`src/rtl/fft_bitrev_reorder_pkg.sv`:
```
// Shared FFT defines: complex type, frame-length helpers, bit reversal.
// Imported by the reorder buffer and any other FFT stage.
package fft_bitrev_reorder_pkg;

    localparam int STG_MAX = 12;
    localparam int CPLX_DW = 16;

    typedef struct packed {
        logic signed [CPLX_DW-1:0] re;
        logic signed [CPLX_DW-1:0] im;
    } cplx_t;

    function automatic int fft_len(input int stg);
        return 1 << stg;
    endfunction

    // Reverse the low stg bits of v; upper bits of the result are zero.
    function automatic logic [STG_MAX-1:0] bitrev(
        input logic [STG_MAX-1:0] v,
        input int stg
    );
        logic [STG_MAX-1:0] r;
        r = '0;
        for (int i = 0; i < STG_MAX; i++) begin
            if (i < stg) r[stg-1-i] = v[i];
        end
        return r;
    endfunction

endpackage

```
`src/rtl/fft_reorder_ram.sv`:
```
// Two-bank simple dual-port RAM with registered read.
// The bank bit is the address MSB; contents are not reset.
module fft_reorder_ram #(
    parameter int AW = 5,
    parameter int W  = 32
) (
    input  logic          clk,
    input  logic          en,
    input  logic          we,
    input  logic [AW-1:0] waddr,
    input  logic [W-1:0]  wdata,
    input  logic [AW-1:0] raddr,
    output logic [W-1:0]  rdata
);

    logic [W-1:0] mem [2**AW];

    // write port
    always_ff @(posedge clk) begin
        if (en && we) mem[waddr] <= wdata;
    end

    // registered read port
    always_ff @(posedge clk) begin
        if (en) rdata <= mem[raddr];
    end

endmodule

```
`src/rtl/fft_bitrev_reorder.sv`:
```
// Ping-pong bit-reversal reorder buffer for streaming FFT frames.
// One bank fills while the other drains in the complementary order.
module fft_bitrev_reorder
    import fft_bitrev_reorder_pkg::*;
#(
    parameter int STG    = 4,
    parameter int DW     = 16,
    parameter int REV_IN = 1
) (
    input  logic          clk,
    input  logic          rst_n,
    input  logic          en,
    input  logic [DW-1:0] in_re,
    input  logic [DW-1:0] in_im,
    input  logic          in_sync,
    output logic [DW-1:0] out_re,
    output logic [DW-1:0] out_im,
    output logic          out_valid,
    output logic          out_sync,
    output logic          err
);

    localparam int LEN = fft_len(STG);
    localparam logic [STG-1:0] LAST = STG'(LEN - 1);

    logic [STG-1:0] wcnt;
    logic [STG-1:0] rcnt;
    logic           wbank;
    logic           rbank;
    logic           rd_act;
    logic           rv;
    logic           rs;
    logic           frame_done;
    logic           bad_sync;
    logic [STG:0]   waddr;
    logic [STG:0]   raddr;
    logic [2*DW-1:0] rdata;

    assign frame_done = en && (wcnt == LAST);
    assign bad_sync   = en && in_sync && (wcnt != LAST);

    assign waddr = {wbank, (REV_IN != 0) ? STG'(bitrev(STG_MAX'(wcnt), STG)) : wcnt};
    assign raddr = {rbank, (REV_IN != 0) ? rcnt : STG'(bitrev(STG_MAX'(rcnt), STG))};

    fft_reorder_ram #(
        .AW (STG + 1),
        .W  (2 * DW)
    ) u_ram (
        .clk   (clk),
        .en    (en),
        .we    (en),
        .waddr (waddr),
        .wdata ({in_re, in_im}),
        .raddr (raddr),
        .rdata (rdata)
    );

    // write counter, bank toggle on frame completion, resync on early in_sync
    always_ff @(posedge clk or negedge rst_n) begin
        if (!rst_n) begin
            wcnt  <= '0;
            wbank <= 1'b0;
            err   <= 1'b0;
        end else if (en) begin
            err <= bad_sync;
            if (frame_done) begin
                wcnt  <= '0;
                wbank <= ~wbank;
            end else if (in_sync) begin
                wcnt <= '0;
            end else begin
                wcnt <= wcnt + 1'b1;
            end
        end
    end

    // read sequencer: a completed bank restarts the readout immediately
    always_ff @(posedge clk or negedge rst_n) begin
        if (!rst_n) begin
            rcnt   <= '0;
            rbank  <= 1'b0;
            rd_act <= 1'b0;
        end else if (en) begin
            if (frame_done) begin
                rd_act <= 1'b1;
                rcnt   <= '0;
                rbank  <= wbank;
            end else if (rd_act) begin
                if (rcnt == LAST) rd_act <= 1'b0;
                else              rcnt   <= rcnt + 1'b1;
            end
        end
    end

    // valid/sync tracking alongside the RAM read register
    always_ff @(posedge clk or negedge rst_n) begin
        if (!rst_n) begin
            rv <= 1'b0;
            rs <= 1'b0;
        end else if (en) begin
            rv <= rd_act;
            rs <= rd_act && (rcnt == LAST);
        end
    end

    // output register; data holds while no sample is presented
    always_ff @(posedge clk or negedge rst_n) begin
        if (!rst_n) begin
            out_re    <= '0;
            out_im    <= '0;
            out_valid <= 1'b0;
            out_sync  <= 1'b0;
        end else if (en) begin
            out_valid <= rv;
            out_sync  <= rs;
            if (rv) begin
                out_re <= rdata[2*DW-1:DW];
                out_im <= rdata[DW-1:0];
            end
        end
    end

endmodule
```
`config.mk`:
```
export PLATFORM = sky130hd
export DESIGN_NAME = fft_bitrev_reorder
export DESIGN_NICKNAME = d
export VERILOG_FILES = /design/src/rtl/fft_bitrev_reorder_pkg.sv /design/src/rtl/fft_reorder_ram.sv /design/src/rtl/fft_bitrev_reorder.sv
export SDC_FILE = /design/constraint.sdc
export NUM_CORES = 1
export LEC_CHECK = 0
export ABC_AREA = 1
export ABC_CLOCK_PERIOD_IN_PS = 3750
export BUFFER_PORTS_ARGS = -buffer_cell sky130_fd_sc_hd__buf_2
export CORE_MARGIN = 2
export CORE_UTILIZATION = 45
export DETAILED_ROUTE_END_ITERATION = 7
export GPL_TIMING_DRIVEN = 0
export SLEW_MARGIN = 20
export SYNTH_ARGS = -nofsm -noshare
export SYNTH_HDL_FRONTEND = slang
export SYNTH_HIERARCHICAL = 1
export SYNTH_SLANG_ARGS = --single-unit
export TNS_END_PERCENT = 10
```
`constraint.sdc`:
```
create_clock -name clk -period 3.75 [get_ports clk]
set_input_delay 0.1875 -clock clk [delete_from_list [all_inputs] [get_ports clk]]
set_output_delay 0.1875 -clock clk [all_outputs]
set_load 0.02 [all_outputs]
```
==> impl_metrics.py, run 1 <==
metrics = {
    "outcome": {
        "status": "finished, final reports clean",
    },
    "sta": {
        "slew_violations": 0,
        "finClkSkew_ps": 34.4,
        "rsz0062_at_grt": "false",
        "layout_min_cycle_time_ps": 3020,
        "fin_crit_sh": 0.805,
        "tightestPinTransition_ps": 1140,
        "max_clock_freq_ghz": 0.331,
        "holdWs_ps": 30.6,
        "setup_viol_count_final": 0,
        "hold_viol_final": 0,
        "setup_tns_ps": 0,
        "relSlewSlack": 0.242,
    },
    "clock_tree": {
        "htree_levels": 3,
        "path_clk_slew_ps": 60,
        "clock_sinks": 1104,
        "hold_buffers": 2,
        "cts_root_buf": "clkbuf_16",
        "cts_setup_buffers": 0,
        "clock_path_buffers": 3,
        "clock_latency_ps": 700,
        "ctsResizeCount": 0,
        "cts_tree": "built",
        "cts_buffers": 114,
    },
    "synthesis": {
        "ys_types": 27,
        "seq_area_frac_synth": 0.735,
        "netlist_area_sq_um": 44800,
        "yosysTopAreaCell": "edfxtp_1",
        "netlist_instances": 3688,
        "syn-num-nets": 3726,
        "synth.top_cell.area_share": 0.708,
        "ys_ff_latch": 1104,
        "yosys_warnings": 6,
        "synth_area_leaders": "edfxtp_1, nand2_1, nand3_1, dfrtp_1, buf_6",
        "syn_area_per_cell_sq_um": 12.1,
    },
    "drt": {
        "postRouteAntennaNets": 0,
        "met1_length_um": 55000,
        "first_iter_violations": 3547,
        "wl_per_cell_um": 25.1,
        "top_layer": "met5",
        "via_per_inst": 5.63,
        "drc": 0,
        "wl_met2_um": 59500,
        "routed_wl_um": 133000,
        "drtPass1Iterations": 8,
        "vias": 29897,
        "dr_wl_met3_um": 13500,
    },
    "critical_path": {
        "ff2ff_setup_slack_ps": 730,
        "r2r_start": "rcnt[2]",
        "cp.required_ps": 4250,
        "worst_setup_path_end_kind": "register",
        "critPathSlowestCell": "clkbuf_1",
        "max_stage_delay_ps": 610,
        "critical_path.endpoint": "u_ram/rdata[15]",
        "path_cells": "inv_1, buf_2, clkbuf_1, nand3_1, nand2_1, nand2_1, nand2_1, nand2_1, nand2_1",
        "cp-start-kind": "register",
        "crit_fanout": 11,
        "startpoint": "rcnt[2]",
        "critical_path_arrival_ps": 3520,
        "r2r_end": "u_ram/rdata[15]",
        "worstRegToRegCells": 9,
        "worst-setup-path-type": "register to register",
        "cpMostUsedCell": "nand2_1",
    },
    "finish": {
        "fillers": 8331,
        "nets": 3964,
        "final_cell_mix": "nand2_1, edfxtp_1, nand3_1",
        "syn2layout_area_growth_pct": 15.7,
        "layout-drive-gt1-share": 0.135,
        "final_common_cell": "nand2_1",
    },
    "grt": {
        "antenna_found_initial": 5,
        "grt_pass1_wl_um": 192000,
        "overflow": 0,
        "track_usage": 0.260,
        "grt_max_degree": 49,
        "grt_pass1_vias": 28408,
    },
    "place": {
        "dp_hpwl_um": 87900,
        "port_buffers": 70,
        "gp_congestion": 0.888,
    },
    "floorplan": {
        "fp-row-count": 115,
        "pin_count": 71,
        "die_w_um": 319,
        "die_h_um": 319,
        "core-area_sq_um": 98600,
        "start_util": 0.454,
        "dieArea_sq_um": 102000,
    },
    "job": {
        "cap_viol_max_count": 0,
    },
    "min_path": {
        "hold_path_class": "input port to register",
    },
    "power_and_ir_drop": {
        "leakage_nw": 19.3,
        "vdd_drop_max_mv": 0.342,
        "power_density_nw_per_um2": 489,
    },
}
[stage by stage]
step,power (mW),setup slack [ps],instances,utilization,instance area [sq um]
after floorplan,14.1,1210,3688,-,44800
after global placement,14.5,-1640,5045,0.474,46800
after global routing,26.0,747,5310,0.526,51800
final,25.3,732,5312,0.526,51800
after CTS,25.5,860,5310,0.526,51800
after detailed placement,14.6,310,5095,0.489,48200
[worst min-delay path by stage]
| stage | start | end | cells after the start |
|---|---|---|---|
| finish | in_im[0] | u_ram/mem[27][0] | 1 |
| global route | in_re[15] | u_ram/mem[2][31] | 1 |
| CTS | in_re[15] | u_ram/mem[2][31] | 1 |
| detailed placement | rst_n | out_re[12] | 1 |
| global placement | in_sync | err | 3 |
| floorplan | rst_n | err | 0 |
[sequential cells by signal, indices dropped and copies added (netlist names)]
signal	flops
err	1
out_im	16
out_re	16
out_sync	1
out_valid	1
rbank	1
rcnt	4
rd_act	1
rs	1
rv	1
u_ram/mem	1024
u_ram/rdata	32
wbank	1
wcnt	4
[worst max-delay path, delay by kind of cell, from the launching register on]
family                 cells  cell delay (ps)
DFF                        1              510
and+or+nand+nor            6              970
buffers and inverters      3             1340
[final cells by class]
class	count	area, sq um	share of cell area
clock buffer	158	3150	0.0608
clock inverter	55	472	0.00910
timing repair buffer	122	1540	0.0298
multi-input combinational	2342	10400	0.201
antenna	2	5.00	0.0000966
sequential	1104	32900	0.635
tap	1287	1610	0.0311
buffer	222	1610	0.0311
inverter	20	82.6	0.00159
[routing by layer]
| metal | track usage | vias to the layer above |
|---|---|---|
| met3 | 0.0490 | 268 |
| met5 | 0 | - |
| li1 | - | 13391 |
| met1 | 0.369 | 14631 |
| met2 | 0.396 | 1603 |
| met4 | 0.108 | 4 |
[kinds of logic after synthesis]
logic type,count (synthesis),share of synthesized area
flops,1104,0.735
mux,32,0.0105
compound gates,6,0.000670
simple gates,2300,0.215
xor+xnor,2,0.000391
buf+inv,242,0.0378
fa+ha+maj,2,0.000559
[report_power, final]
part / switching [mW] / internal, mW / total (mW)
registers: 0.0316 / 13.6 / 13.6
logic: 0.555 / 0.151 / 0.706
clock network: 4.72 / 6.27 / 11.0
total: 5.31 / 20.0 / 25.3
[Yosys cell counts (all sizes together)]
master / number
mux2: 32
edfxtp: 1056
clkinv: 1
o21ai: 4
or2: 1
a21oi: 2
xnor2: 1
buf: 205
xor2: 1
inv: 19
dfrtp: 48
nor2: 33
ha: 2
nand4: 4
nand3: 788
nand2: 1474
clkbuf: 17
Power figures use the tool's default switching activity.
==> run 2: changes to the inputs <==
--- a/config.mk
+++ b/config.mk
@@ -6,7 +6,7 @@
 export NUM_CORES = 1
 export LEC_CHECK = 0
 export ABC_AREA = 1
-export ABC_CLOCK_PERIOD_IN_PS = 3750
+export ABC_CLOCK_PERIOD_IN_PS = 2630
 export BUFFER_PORTS_ARGS = -buffer_cell sky130_fd_sc_hd__buf_2
 export CORE_MARGIN = 2
 export CORE_UTILIZATION = 45
==> constraint.sdc (replaced) <==
create_clock -name clk -period 2.63 [get_ports clk]
set_input_delay 0.1315 -clock clk [delete_from_list [all_inputs] [get_ports clk]]
set_output_delay 0.1315 -clock clk [all_outputs]
set_load 0.02 [all_outputs]
==> impl_metrics.py, run 2 (synthesis gave the netlist of run 1 again) <==
metrics = {
    "drt": {
        "first_iter_violations": 3706,
        "vias": 29974,
        "wl_per_cell_um": 25.1,
        "drc": 0,
        "routed_wl_um": 134000,
        "postRouteAntennaNets": 0,
        "drtPass1Iterations": 6,
        "via_per_inst": 5.62,
    },
    "finish": {
        "fillers": 8311,
        "multi_input_area_sq_um": 10400,
        "reg.largest.list": "u_ram/mem: 1024 flops, u_ram/rdata: 32 flops",
        "fin_util": 0.528,
        "final_cell_mix": "nand2_1, edfxtp_1, nand3_1",
        "final_area_sq_um": 52000,
        "nets": 3981,
        "top_register": "u_ram/mem",
        "layout.area.seq_sq_um": 32900,
        "layout-drive-gt1-share": 0.137,
        "syn2layout_area_growth_pct": 16.2,
        "largest_register_ff_count": 1024,
        "final_common_cell": "nand2_1",
    },
    "critical_path": {
        "startpoint": "rcnt[1]",
        "cp-start-kind": "register",
        "worst_setup_path_end_kind": "register",
        "cp.required_ps": 3010,
        "cpMostUsedCell": "nand2_1",
        "ff2ff_setup_slack_ps": -50,
        "critPathSlowestCell": "dfrtp_1",
        "r2r_start": "rcnt[1]",
        "critical_path_arrival_ps": 3060,
        "worstRegToRegCells": 10,
        "crit_fanout": 11,
        "max_stage_delay_ps": 410,
        "critPathBufInv": 3,
        "critical_path.endpoint": "u_ram/rdata[15]",
        "path_cells": "buf_2, buf_4, buf_2, nand3_1, nand3_1, nand2_1, nand2_1, nand2_1, nand2_1, nand2_1",
        "crit_cells": 10,
        "worst-setup-path-type": "register to register",
        "path_delay_family": "buffers and inverters",
        "r2r_end": "u_ram/rdata[15]",
    },
    "clock_tree": {
        "path_clk_slew_ps": 60,
        "clock_latency_ps": 700,
        "clock_path_buffers": 3,
        "cts_tree": "built",
        "cts_buffers": 114,
        "cts_root_buf": "clkbuf_16",
        "clock_sinks": 1104,
        "htree_levels": 3,
    },
    "place": {
        "port_buffers": 70,
        "preCtsSetupSlack_ps": -754,
        "gp_congestion": 0.888,
        "place_area_sq_um": 48200,
        "dp_hpwl_um": 87900,
    },
    "grt": {
        "grt_max_degree": 49,
        "track_usage": 0.260,
        "overflow": 0,
        "antenna_found_initial": 4,
        "grt_pass1_vias": 28482,
        "grt_pass1_wl_um": 193000,
    },
    "min_path": {
        "hold_start": "in_re[1]",
        "hold_path_class": "input port to register",
    },
    "floorplan": {
        "core-area_sq_um": 98600,
        "pin_count": 71,
        "fp-row-count": 115,
        "die_w_um": 319,
        "start_util": 0.454,
        "die_h_um": 319,
        "dieArea_sq_um": 102000,
    },
    "power_and_ir_drop": {
        "power_density_nw_per_um2": 694,
        "leakage_nw": 19.4,
        "vdd_drop_max_mv": 0.488,
    },
    "sta": {
        "layout_min_cycle_time_ps": 2680,
        "setup_ws_ps": -51.2,
        "max_clock_freq_ghz": 0.373,
        "hold_viol_final": 0,
        "tightestPinTransition_ps": 1110,
        "rsz0062_at_grt": "true",
        "relSlewSlack": 0.258,
        "fin_crit_sh": 1.02,
        "slew_violations": 0,
        "finClkSkew_ps": 31.0,
        "setup_viol_count_final": 3,
    },
    "outcome": {
        "status": "finished, violations left",
        "violations": "setup timing",
    },
    "job": {
        "cap_viol_max_count": 0,
    },
}
-- run 2: cell count changes in the layout (fill, tap and decap cells not counted) --
cell / delta
buf_2: -8
buf_1: -2
clkbuf_1: -3
nand3_2: +4
buf_12: +1
buf_4: +10
nand3_1: -4
clkbuf_4: +2
dlygate4sd3_1: +13
clkbuf_2: +4
-- run 2: what timing repair did --
item,CTS,global route
endpoints found under the hold margin,287,0
buffers inserted,2,2
hold buffers,15,0
resized for setup,13,5
endpoints found under the setup margin,60,177
pin swaps,2,1
cloned,0,0
-- run 2: how the worst min path moves through the flow --
stage	to	depth (start not counted)
floorplan	err	0
global route	u_ram/mem[2][17]	1
CTS	u_ram/mem[2][29]	1
detailed placement	out_re[12]	1
global placement	err	3
finish	u_ram/mem[2][17]	1
-- run 2: per-stage QoR --
step,TNS (ps),power [mW],hold WS [ps],instances
after floorplan,0,20.2,-164,3688
after global placement,-2311150,20.7,372,5045
after detailed placement,-358330,20.8,224,5095
after CTS,-9.25,36.3,2.71,5325
after global routing,-203,37.1,28.8,5328
final,-127,36.1,19.1,5329
-- run 2: layout make-up --
type | instances | share of cell area
inverters | 20 | 0.00159
repair buffers | 139 | 0.0329
plain buffers | 222 | 0.0315
clock inverters | 55 | 0.00907
diodes | 2 | 0.0000962
clock buffers | 158 | 0.0606
flip-flops and latches | 1104 | 0.633
multi-input cells | 2342 | 0.201
well taps | 1287 | 0.0309
-- run 2: where the power goes --
group	leakage [nW]	internal, mW	switching, mW	total, mW
clock	1.77	8.94	6.72	15.7
sequential	10.2	19.4	0.0460	19.4
combinational	7.46	0.229	0.800	1.03
total	19.4	28.6	7.56	36.1
-- run 2: per-layer routing --
metal | track usage | wire (um) | up-vias | part of all wire
met1 | 0.369 | 55800 | 14698 | 0.42
met4 | 0.108 | 5450 | 2 | 0.041
li1 | - | - | 13424 | -
met3 | 0.0486 | 12900 | 285 | 0.096
met2 | 0.397 | 59700 | 1565 | 0.45
met5 | 0 | 13 | - | 0.000097
